File: config.mk
export PLATFORM = sky130hd
export DESIGN_NAME = fetch_stage_flat
export DESIGN_NICKNAME = d
export VERILOG_FILES = /design/src/rtl/fetch_stage_if.sv /design/src/rtl/fetch_stage.sv /design/src/flat_wrapper.sv
export SDC_FILE = /design/constraint.sdc
export NUM_CORES = 1
export LEC_CHECK = 0
export CAP_MARGIN = 10
export CORE_AREA = 2 2 100 73
export DETAILED_ROUTE_END_ITERATION = 10
export DIE_AREA = 0 0 102 75
export HOLD_SLACK_MARGIN = 0.05
export PLACE_DENSITY_LB_ADDON = 0.08
export SETUP_SLACK_MARGIN = 0.05
export SYNTH_ARGS = -nofsm -noshare
export SYNTH_HDL_FRONTEND = slang
export SYNTH_SLANG_ARGS = --single-unit
File: constraint.sdc
create_clock -name clk -period 3 [get_ports clk]
set_clock_uncertainty 0.2 [all_clocks]
set_input_delay 0.6 -clock clk [delete_from_list [all_inputs] [get_ports clk]]
set_output_delay 0.6 -clock clk [all_outputs]
set_load 0.005 [all_outputs]
File: src/rtl/fetch_stage_if.sv
// ---------------------------------------------------------------------------
// fetch_stage_if
//   Instruction-memory request/response bus used by the fetch stage.
//   One request may be outstanding at a time; the response arrives at least
//   one cycle after the grant.
//
//   Signals
//     req     master->slave  request valid
//     addr    master->slave  instruction address (ISIZE)
//     gnt     slave->master  address accepted (meaningful only while req=1)
//     rvalid  slave->master  read response valid
//     rdata   slave->master  instruction word (ISIZE)
//
//   FETCH_ISIZE is the shared default width of addresses and instructions.
// ---------------------------------------------------------------------------
`timescale 1ns/1ps

`ifndef FETCH_ISIZE
`define FETCH_ISIZE 16
`endif

interface fetch_stage_if #(
    parameter int ISIZE = `FETCH_ISIZE
);
    logic             req;
    logic [ISIZE-1:0] addr;
    logic             gnt;
    logic             rvalid;
    logic [ISIZE-1:0] rdata;

    modport master (
        output req,
        output addr,
        input  gnt,
        input  rvalid,
        input  rdata
    );

    modport slave (
        input  req,
        input  addr,
        output gnt,
        output rvalid,
        output rdata
    );
endinterface

File: src/rtl/fetch_stage.sv
// ---------------------------------------------------------------------------
// fetch_stage
//   Single-outstanding instruction fetch stage feeding a registered IF/ID
//   slot. The PC register lives outside this block: it loads nextPC+1 every
//   cycle, so "hold" is expressed as nextPC = currPC-1 and "advance" as
//   nextPC = currPC.
//
//   Ports
//     clk          clock, all state changes on the rising edge
//     rst          asynchronous, active-low reset
//     currPC       current fetch address from the PC register
//     nextPC       value presented to the PC register
//     imem         instruction-memory bus (fetch_stage_if.master)
//     stall_in     decode cannot accept the slot this cycle
//     redirect_in  branch redirect pulse
//     redirect_pc  redirect target
//     if_valid     IF/ID slot holds an instruction
//     if_instr     IF/ID slot instruction word
//     if_pc        IF/ID slot instruction address
//     fetch_cnt    (FETCH_PERF_CNT_EN only) count of slot writes, wraps
//
//   Configuration
//     FETCH_PERF_CNT_EN  defined: adds the fetch_cnt performance counter.
//                        undefined: no counter and no fetch_cnt port.
// ---------------------------------------------------------------------------
`timescale 1ns/1ps

module fetch_stage #(
    parameter int ISIZE = `FETCH_ISIZE
) (
    input  logic             clk,
    input  logic             rst,
    input  logic [ISIZE-1:0] currPC,
    output logic [ISIZE-1:0] nextPC,
    fetch_stage_if.master    imem,
    input  logic             stall_in,
    input  logic             redirect_in,
    input  logic [ISIZE-1:0] redirect_pc,
    output logic             if_valid,
    output logic [ISIZE-1:0] if_instr,
    output logic [ISIZE-1:0] if_pc
`ifdef FETCH_PERF_CNT_EN
    ,
    output logic [15:0]      fetch_cnt
`endif
);

    localparam logic [ISIZE-1:0] ONE = ISIZE'(1);

    // IDLE: first cycle after reset, parks the PC at address 0.
    // REQ : presents currPC to memory until granted.
    // WAIT: response outstanding, will be written into the slot.
    // DROP: response outstanding but made stale by a redirect.
    typedef enum logic [1:0] {
        S_IDLE,
        S_REQ,
        S_WAIT,
        S_DROP
    } state_t;

    state_t           state_q;
    state_t           state_d;
    logic [ISIZE-1:0] grant_pc_q;   // address accepted by memory
    logic             issue;
    logic             grant;
    logic             slot_wr;

    // -----------------------------------------------------------------------
    // Request side.
    // Only request when the slot is guaranteed empty by the time the
    // response can arrive: either it is empty now or decode takes it at
    // this edge. That is why a response never has to wait for the slot.
    // -----------------------------------------------------------------------
    assign issue     = (state_q == S_REQ) && (!if_valid || !stall_in);
    assign grant     = issue && imem.gnt;
    assign imem.req  = issue;
    assign imem.addr = (state_q == S_REQ) ? currPC : '0;

    // A response is only consumed while WAIT is still the live transaction.
    assign slot_wr = (state_q == S_WAIT) && imem.rvalid && !redirect_in;

    // -----------------------------------------------------------------------
    // PC steering. A redirect wins over everything so the PC register lands
    // exactly on the target on the following cycle.
    // -----------------------------------------------------------------------
    always_comb begin
        if (redirect_in) begin
            nextPC = redirect_pc - ONE;
        end else if (state_q == S_IDLE) begin
            nextPC = '1;
        end else if (grant) begin
            nextPC = currPC;
        end else begin
            nextPC = currPC - ONE;
        end
    end

    // -----------------------------------------------------------------------
    // Next-state logic.
    // -----------------------------------------------------------------------
    // NOTE: every variable written in an always_comb gets a default on entry;
    // any path that leaves one unassigned would otherwise infer a latch.
    always_comb begin
        state_d = state_q;
        unique case (state_q)
            S_IDLE: begin
                state_d = S_REQ;
            end
            S_REQ: begin
                // A grant that coincides with a redirect fetched the wrong
                // address; its response must still be drained.
                if (grant) begin
                    state_d = redirect_in ? S_DROP : S_WAIT;
                end
            end
            S_WAIT: begin
                // With rvalid the transaction ends either way; a redirect in
                // the same cycle merely suppresses the slot write.
                if (imem.rvalid) begin
                    state_d = S_REQ;
                end else if (redirect_in) begin
                    state_d = S_DROP;
                end
            end
            S_DROP: begin
                // Further redirects keep us here; only the stale response
                // itself releases the state, otherwise we would wait forever.
                if (imem.rvalid) begin
                    state_d = S_REQ;
                end
            end
            default: begin
                state_d = S_IDLE;
            end
        endcase
    end

    // NOTE: sequential state uses non-blocking assignments so every register
    // samples pre-edge values regardless of process evaluation order.
    always_ff @(posedge clk or negedge rst) begin
        if (!rst) begin
            state_q    <= S_IDLE;
            grant_pc_q <= '0;
        end else begin
            state_q <= state_d;
            if (grant) begin
                grant_pc_q <= currPC;
            end
        end
    end

    // -----------------------------------------------------------------------
    // IF/ID slot.
    // Priority: redirect flush, then a fresh write, then consumption by
    // decode. A stalled slot holds its contents.
    // -----------------------------------------------------------------------
    always_ff @(posedge clk or negedge rst) begin
        if (!rst) begin
            if_valid <= 1'b0;
            if_instr <= '0;
            if_pc    <= '0;
        end else if (redirect_in) begin
            if_valid <= 1'b0;
        end else if (slot_wr) begin
            if_valid <= 1'b1;
            if_instr <= imem.rdata;
            if_pc    <= grant_pc_q;
        end else if (!stall_in) begin
            if_valid <= 1'b0;
        end
    end

`ifdef FETCH_PERF_CNT_EN
    // -----------------------------------------------------------------------
    // Performance counter: one count per slot write, discarded responses
    // excluded. Wraps naturally at 16 bits.
    // -----------------------------------------------------------------------
    always_ff @(posedge clk or negedge rst) begin
        if (!rst) begin
            fetch_cnt <= '0;
        end else if (slot_wr) begin
            fetch_cnt <= fetch_cnt + 16'd1;
        end
    end
`else
    // Counter omitted: slot_wr only drives the IF/ID slot.
`endif

endmodule

File: src/flat_wrapper.sv
// flat-port wrapper written by rule: the top's interface ports become plain ports
module fetch_stage_flat 
#(
    parameter int ISIZE = `FETCH_ISIZE
)
  (clk, rst, currPC, nextPC, stall_in, redirect_in, redirect_pc, if_valid, if_instr, if_pc, imem_req, imem_addr, imem_gnt, imem_rvalid, imem_rdata);
  fetch_stage_if #(.ISIZE(ISIZE)) imem_i ();
  input  logic clk;
  input  logic rst;
  input  logic [ISIZE-1:0] currPC;
  output logic [ISIZE-1:0] nextPC;
  input  logic stall_in;
  input  logic redirect_in;
  input  logic [ISIZE-1:0] redirect_pc;
  output logic if_valid;
  output logic [ISIZE-1:0] if_instr;
  output logic [ISIZE-1:0] if_pc;
  output wire logic [$bits(imem_i.req)-1:0] imem_req;
  output wire logic [$bits(imem_i.addr)-1:0] imem_addr;
  input wire logic [$bits(imem_i.gnt)-1:0] imem_gnt;
  input wire logic [$bits(imem_i.rvalid)-1:0] imem_rvalid;
  input wire logic [$bits(imem_i.rdata)-1:0] imem_rdata;
  assign imem_req = imem_i.req;
  assign imem_addr = imem_i.addr;
  assign imem_i.gnt = imem_gnt;
  assign imem_i.rvalid = imem_rvalid;
  assign imem_i.rdata = imem_rdata;
  fetch_stage #(.ISIZE(ISIZE)) u_core (.clk(clk), .rst(rst), .currPC(currPC), .nextPC(nextPC), .imem(imem_i), .stall_in(stall_in), .redirect_in(redirect_in), .redirect_pc(redirect_pc), .if_valid(if_valid), .if_instr(if_instr), .if_pc(if_pc));
endmodule
# Word-level counts from Yosys, hierarchy flattened

Cells that the tools add are included.

Add/subtract/negate cells: 2
Equality and inequality tests: 7
Muxes and demuxes: 13
Bitwise logic cells: 1
Reduce and logical (&&, ||, !) cells: 11

Operators by type and width:

| cell                                                                    | number |
|---|---|
| 16-bit 2-to-1 mux                                                       | 4 |
| 16-bit by 1-bit subtractor with 16-bit output, second input constant    | 2 |
| 2-bit 2-to-1 mux                                                        | 4 |
| 2-bit case mux with 4 select lines                                      | 1 |
| 2-bit == test, second input constant                                    | 2 |
| 1-bit logical AND                                                       | 4 |
| 1-bit 2-to-1 mux                                                        | 4 |
| 1-bit zero test                                                         | 3 |
| 3-bit by 1-bit inequality test with 1-bit output, second input constant | 1 |
| 3-bit inequality test, second input constant                            | 1 |
| 3-bit AND reduction                                                     | 1 |
| 2-bit by 1-bit == test with 1-bit output, second input constant         | 1 |
| 2-bit zero test                                                         | 1 |
| 2-bit by 1-bit inequality test with 1-bit output, second input constant | 1 |
| 2-bit inequality test, second input constant                            | 1 |
| 2-bit AND reduction                                                     | 1 |
| 1-bit logical OR                                                        | 1 |
| 1-bit NOT                                                               | 1 |

Flip-flop bits (word level): 51
Output and inout bits: 66
Word-level logic and storage cells: 39

# Logic depth before layout (Yosys ltp)

Gate-level depths: netlist of run 1.

Word-level depth: 7
Mapped depth: 8
Depth with buffers taken out: 7

# Worst setup path after synthesis of run 1

No wires, ideal clock.

Kind: input to output
From: input redirect_pc[10]
To: output nextPC[15]
Arrival: 2.016 ns
Required time: 2.200 ns
Setup slack: 0.184 ns
Stages: 5
Path buffers: 0
Cell sequence: or4_4 -> or4_4 -> nor3_2 -> xnor2_1 -> a22oi_2

Longest elaborated chain between the ends: 2

RTL lines:

| what                                          | line               | RTL |
|---|---|---|
| from (decl)                                   | flat_wrapper.sv:14 | `input logic [ISIZE-1:0] redirect_pc;` |
| 16-bit by 1-bit subtractor with 16-bit output | fetch_stage.sv:88  | `nextPC = redirect_pc - ONE;` |
| 16-bit 2-to-1 mux                             | fetch_stage.sv:87  | `if (redirect_in) begin` |
| to (decl)                                     | flat_wrapper.sv:11 | `output logic [ISIZE-1:0] nextPC;` |

No other way between the ends.

# Final worst setup path of run 1

From: input currPC[4]
To: output nextPC[5]

Longest elaborated chain between the ends: 4

RTL lines:

| what                                          | line               | RTL |
|---|---|---|
| from (decl)                                   | flat_wrapper.sv:10 | `input logic [ISIZE-1:0] currPC;` |
| 16-bit by 1-bit subtractor with 16-bit output | fetch_stage.sv:94  | `nextPC = currPC - ONE;` |
| 16-bit 2-to-1 mux                             | fetch_stage.sv:91  | `end else if (grant) begin` |
| 16-bit 2-to-1 mux                             | fetch_stage.sv:89  | `end else if (state_q == S_IDLE) begin` |
| 16-bit 2-to-1 mux                             | fetch_stage.sv:87  |  |

No other way between the ends.

==> qor.yml, run 1 <==
status: "finished, violations left"
violations: "setup timing"
grt-ovfl-total: 0
syn-num-nets: 306
path_clk_slew_ns: 0.10
hold_class: "input port to async pin"
critPathCaptureType: "output pin"
leakagePower_nw: 2.20
pre_cts_ws_ns: -0.866
multi_input_area_mm2: 0.00173
drt_iter0_drc: 129
fin_nets: 507
timing.rr.end: "u_core.if_pc[10]"
cp_max_fo: 6
worstPathCellList: "buf_6 > or4_4 > a211o_4 > buf_4 > buf_4 > xor2_1 > a22oi_1 > buf_2"
fp.dieArea_mm2: 0.00765
finalCritPeriodShare: 1.02
pin_count: 120
worstSkewPairLatency_ns: 0.31
dpl.hpwl_um: 6070
syn_area_mm2: 0.00281
yosysSeqAreaShare: 0.455
critPathKind: "input port to output pin"
power_density_mw_per_mm2: 659
final-setup-viol-count: 5
root_buffer: "clkbuf_8"
critPathTopFamily: "simple AND/OR/NAND/NOR gates"
worstSetupStartpoint: "currPC[4]"
maxSlewHeadroom: 0.546
period_needed_ns: 3.07
seq_area_mm2: 0.00128
worst-path-buf-inv: 4
gp_congestion: 0.903
netlist_instances: 246
drc: 0
synth.distinct_cells: 35
cts_max_path_buffers: 2
avgSynthCellArea_um2: 11.4
vias: 2782
r2r_start: "u_core.state_q[0]"
drive_above_1_share: 0.473
detail_route.first_pass.iterations: 4
worst_pin_slew_ns: 0.681
ys_warn_count: 0
max_freq_ghz: 0.326
ant_nets: 0
crit_path_end: "nextPC[5]"
grt_start_max_net_pins: 32
grt_use_total: 0.231
h-tree-depth: 2
wl_met1_um: 3750
maxSlewViolCount: 0
antenna_found_initial: 1
filler_cell_count: 474
core_mm2: 0.00663
crit_cells: 8
setup_tns_ns: -0.221
tritoncts: "done"
clock_sinks: 51
rsz0062_at_grt: "yes"
reg2reg_depth: 7
cpMostUsedCell: "buf_4"
hold_slack_ns: 0.121
crit_required_ns: 2.20
hold_violations: 0
cts_buffers: 5
r2r_slack_ns: 0.90
via_per_inst: 5.12
die_w_um: 102
grt_pass1_vias: 2836
post_drt_wl_per_cell_um: 17.2
met2WireLength_um: 4710
syn_to_final_growth_pct: 79.7
postPlaceCellArea_mm2: 0.00446
peakVddDrop_mv: 0.415
grt_pass1_wl_um: 13600
finish.instance_area_mm2: 0.00504
cp_slowest_cell: "or4_4"
top_layer_used: "met4"
floorplan.rows: 25
slowest_delay_ns: 0.54
met3_length_um: 566
arrival_ns: 2.27
worst_slack_ns: -0.0711
die_height_um: 75
synth_seq_cells: 51
initial_utilization: 0.423
start_kind: "input port"
port_buffers: 119
totalWireLength_um: 9330
cap_violations: 0
[synthesized netlist by cell type]
library cell	n	area, um2
and4bb_1	1	12.5
a211o_1	2	17.5
nor4bb_1	1	10.0
or4_1	1	7.51
or3_1	5	31.3
a21oi_1	4	20.0
nor4_1	2	12.5
mux2i_1	2	20.0
or4b_1	1	10.0
nand4b_1	2	17.5
dfrtp_1	51	1280
buf_1	3	11.3
nor3_2	2	20.0
nand3_1	1	5.00
nor3_1	6	30.0
and2_1	16	100
a211oi_1	1	7.51
xnor2_1	17	149
a22oi_2	1	12.5
nand2_1	10	37.5
nor2_1	10	37.5
a32oi_1	3	26.3
xor2_1	8	70.1
o21ai_0	6	30.0
nor4_2	2	25.0
o21ai_1	1	5.00
nand2b_1	2	12.5
clkbuf_1	8	30.0
nor2b_1	3	18.8
a22oi_1	11	82.6
inv_1	7	26.3
mux2_2	46	518
or4_4	3	33.8
ha_1	6	75.1
a21boi_1	1	7.51
[metrics by stage]
step,cells,util,total power [mW]
finish,543,0.760,3.33
global route,543,0.760,3.54
CTS,536,0.734,3.27
detailed placement,500,0.672,2.83
global placement,500,0.672,2.78
floorplan,246,-,1.82
[worst reg2reg max path: stages, from the launching register on]
cell	delay [ns]
dfrtp_1	0.42
buf_4	0.14
inv_1	0.07
ha_1	0.23
nor2b_1	0.15
nand2_1	0.10
buf_4	0.30
mux2_2	0.38
[timing repair]
action	4_1_cts	5_1_grt
buffers inserted	29	8
pin swaps	34	29
hold buffers	0	0
endpoints found under the setup margin	16	17
gates resized for setup	177	32
[final cells by class]
| type | instances | area share |
|---|---|---|
| diodes | 1 | 0.000496 |
| multi-input cells | 177 | 0.343 |
| inverters | 7 | 0.00918 |
| well taps | 94 | 0.0233 |
| clock inverters | 2 | 0.00248 |
| clock buffers | 6 | 0.0144 |
| flip-flops and latches | 51 | 0.253 |
| repair buffers | 205 | 0.354 |
[worst min path at each step]
stage                         startpoint              endpoint  slack (ns)  cells after the start
detailed placement  u_core.grant_pc_q[0]  u_core.grant_pc_q[0]        0.28                      2
finish                               rst       u_core.if_valid        0.12                      1
floorplan                            rst  u_core.grant_pc_q[0]        0.10                      0
global route                         rst   u_core.if_instr[10]        0.17                      1
CTS                                  rst   u_core.if_instr[10]        0.15                      1
global placement     u_core.if_instr[13]   u_core.if_instr[13]        0.28                      1
[metal layers]
| layer | up-vias | GRT usage |
|---|---|---|
| met5 | - | 0 |
| met4 | 0 | 0.0711 |
| met3 | 30 | 0.0557 |
| met2 | 121 | 0.419 |
| met1 | 1346 | 0.277 |
| li1 | 1285 | - |
[cell families after synthesis]
logic type,share of synthesized area
and+or+nand+nor,0.150
DFF,0.455
muxes,0.192
AOI/OAI and AO/OA,0.0745
xor gates and xnor gates,0.0780
buffers and inverters,0.0241
adders and majority gates,0.0267
[state kept, by name, indices dropped and copies added, names as in the netlist]
register           cells
u_core.grant_pc_q     16
u_core.if_instr       16
u_core.if_pc          16
u_core.if_valid        1
u_core.state_q         2
[cells in the final DEF (no fill, tap or decap), drive strengths merged, types with 2 or more instances in the layout]
| cell type | n |
|---|---|
| clkdlybuf4s50 | 80 |
| nor2 | 10 |
| nor3 | 8 |
| o21ai | 7 |
| clkdlybuf4s15 | 2 |
| xor2 | 8 |
| or4 | 4 |
| nand4b | 2 |
| mux2i | 2 |
| ha | 6 |
| nor4 | 4 |
| xnor2 | 17 |
| nand2 | 10 |
| nand2b | 2 |
| mux2 | 46 |
| inv | 6 |
| a22oi | 12 |
| or3 | 5 |
| nor2b | 3 |
| dlygate4sd2 | 6 |
| a211o | 2 |
| and2 | 16 |
| buf | 115 |
| clkbuf | 6 |
| clkinv | 2 |
| a21oi | 4 |
| dlymetal6s2s | 2 |
| dfrtp | 51 |
| a32oi | 3 |
[power by group]
group | internal, mW | switching [mW] | total, mW | leakage (nW)
clock network | 0.164 | 0.228 | 0.392 | 0.0412
registers | 1.02 | 0.170 | 1.19 | 0.626
logic | 1.13 | 0.621 | 1.75 | 1.53
total | 2.31 | 1.02 | 3.33 | 2.20
Power figures use the tool's default switching activity.
==> run 2: changes to the inputs <==
- CORE_AREA: 2 2 100 73 -> 2 2 105 76
- DIE_AREA: 0 0 102 75 -> 0 0 107 78
- PLACE_DENSITY: unset -> 0.76
- PLACE_DENSITY_LB_ADDON: 0.08 -> unset
- clock period: 3 -> 2.8 ns (I/O delays scaled with it)
==> qor.yml, run 2 (same netlist as run 1, synthesis figures left out) <==
status: "finished, violations left"  # unchanged
violations: "setup timing"  # unchanged
grt_pass1_wl_um: 14000  # was 13600 um
totalWireLength_um: 9150  # was 9330 um
drt_iter0_drc: 101  # was 129
detail_route.first_pass.iterations: 4  # unchanged
antenna_found_initial: 0  # was 1
r2r_slack_ns: 0.65  # was 0.90 ns
period_needed_ns: 3.09
maxSlewHeadroom: 0.746  # was 0.546
cp_slowest_cell: "or4_4"  # unchanged
p_int_mw: 2.55  # was 2.31 mW
port_buffers: 119  # unchanged
pin_count: 120  # unchanged
switching_power_mw: 1.14  # was 1.02 mW
grt_use_total: 0.216  # was 0.231
final_cell_mix: "clkdlybuf4s50_1, buf_4, dfrtp_1"  # unchanged
worstSkewPairLatency_ns: 0.30  # was 0.31 ns
worst_slack_ns: -0.286  # was -0.0711 ns
finalPower_mw: 3.69  # was 3.33 mW
grt-ovfl-total: 0  # unchanged
h-tree-depth: 2  # unchanged
hold_path_startpoint: "u_core.grant_pc_q[9]"
power_density_mw_per_mm2: 741  # was 659 mW/mm2
initial_utilization: 0.387  # was 0.423
finalCritPeriodShare: 1.10
antennaDiodeCount: 0  # was 1
die_w_um: 107  # was 102 um
rsz0062_at_grt: "yes"  # unchanged
via_per_inst: 5.07  # was 5.12
start_kind: "input port"  # unchanged
gp_congestion: 0.847  # was 0.903
final_cells: 532  # was 543
leakagePower_nw: 2.15  # was 2.20 nW
critPathCaptureType: "output pin"  # unchanged
post_drt_wl_per_cell_um: 17.2  # about the same
clkPwrFrac: 0.120  # was 0.118
cap_violations: 0  # unchanged
cts_buffers: 5  # unchanged
final_common_cell: "clkdlybuf4s50_1"  # unchanged
tritoncts: "done"  # unchanged
cp_max_fo: 5  # was 6
drive_above_1_share: 0.470  # was 0.473
critPathKind: "input port to output pin"  # unchanged
floorplan.rows: 26  # was 25
clock_sinks: 51  # unchanged
dp_cells: 505  # was 500
core_mm2: 0.00725  # was 0.00663 mm2
ant_nets: 0  # unchanged
cpMostUsedCell: "buf_6"  # was buf_4
path_clk_slew_ns: 0.10  # about the same
p_sw_frac: 0.308  # was 0.307
peakVddDrop_mv: 0.387  # was 0.415 mV
r2r_start: "u_core.state_q[1]"  # was u_core.state_q[0]
fp.dieArea_mm2: 0.00835  # was 0.00765 mm2
fin_nets: 494  # was 507
maxSlewViolCount: 0  # unchanged
slowest_delay_ns: 0.55  # was 0.54 ns
arrival_ns: 2.33  # was 2.27 ns
die_height_um: 78  # was 75 um
drc: 0  # unchanged
largestRegisters: "u_core.grant_pc_q: 16 flops, u_core.if_instr: 16 flops, u_core.if_pc: 16 flops"  # unchanged
fin_util: 0.686  # was 0.760
crit_required_ns: 2.04  # was 2.20 ns
syn_to_final_growth_pct: 77.2  # was 79.7%
cts_max_path_buffers: 2  # unchanged
max_freq_ghz: 0.324
reg2reg_depth: 9  # was 7
root_buffer: "clkbuf_8"  # unchanged
hold_violations: 0  # unchanged
hold_path_depth: 1
grt_start_max_net_pins: 30  # was 32
worstPathCellList: "buf_6 > or4_4 > a211o_4 > buf_6 > or3_1 > a32oi_1 > buf_2"  # was buf_6 > or4_4 > a211o_4 > buf_4 > buf_4 > xor2_1 > a22oi_1 > buf_2
holdPathEnd: "u_core.if_pc[9]"
timing.rr.end: "u_core.state_q[0]"  # was u_core.if_pc[10]
dpl.hpwl_um: 6350  # was 6070 um
grt_pass1_vias: 2773  # was 2836
final-setup-viol-count: 12  # was 5
hold_class: "flip-flop to flip-flop"  # was input port to async pin
worst_pin_slew_ns: 0.380  # was 0.681 ns
pwr-share-comb: 0.535  # was 0.525
hold_slack_ns: 0.296  # was 0.121 ns
vias: 2695  # was 2782
power_frac_seq: 0.345  # was 0.357
[run 2: area by class of cell]
type,count,area (um2)
fill,529,2280
multi-input combinational,177,1760
timing repair buffer,192,1690
sequential,51,1280
tap,98,123
clock buffer,6,82.6
inverter,7,31.3
clock inverter,1,8.76
[run 2: worst max-delay path by stage]
stage	cells past startpoint	slack (ns)	start	to
after CTS	8	-0.24	u_core.state_q[0]	nextPC[13]
after global placement	6	-1.00	currPC[4]	nextPC[13]
after global routing	9	-0.35	u_core.state_q[0]	nextPC[15]
after floorplan	5	0.06	redirect_pc[10]	nextPC[15]
final	7	-0.29	currPC[0]	nextPC[13]
after detailed placement	6	-0.98	currPC[2]	nextPC[13]
[run 2: routing by layer]
layer | part of all wire | vias to the layer above | GRT usage
met5 | 0 | - | 0
met2 | 0.46 | 116 | 0.350
met4 | 0.013 | 0 | 0.0532
met3 | 0.085 | 13 | 0.0689
met1 | 0.44 | 1314 | 0.280
li1 | - | 1252 | -
[run 2: timing repair]
item / CTS / global route
setup endpoints to repair: 16 / 17
endpoints found under the hold margin: 11 / 0
setup buffers: 13 / 8
hold buffers: 1 / 0
gates resized for setup: 180 / 36
pin swaps: 36 / 26
[run 2: worst max-delay path: cells and delay by family]
kind,cells,cell delay (ns)
AO/OA/AOI/OAI,2,0.52
buffers and inverters,3,0.40
AND/OR/NAND/NOR,2,0.85
[run 2: per-stage QoR]
step                      instance area [um2]  setup WS [ns]  TNS (ns)
after global placement                   4480          -1.00    -12.90
after detailed placement                 4480         -0.980    -12.99
after floorplan                          2810         0.0641         0
after global routing                     4970         -0.346     -3.07
final                                    4970         -0.286     -1.90
after CTS                                4850         -0.242     -1.66
[run 2: power groups by stage]
stage                     Clock, mW  Combinational (mW)  Sequential [mW]
after CTS                     0.453                1.87             1.27
after global placement            0                1.74             1.25
after global routing          0.493                2.11             1.31
after floorplan                   0               0.687             1.27
after detailed placement          0                1.77             1.28
final                         0.443                1.97             1.27
==> run 3: changes to the inputs <==
- ABC_CLOCK_PERIOD_IN_PS: unset -> 2800
==> results of run 3 <==
The final DEF is identical to that of run 2; final timing and power are the same.
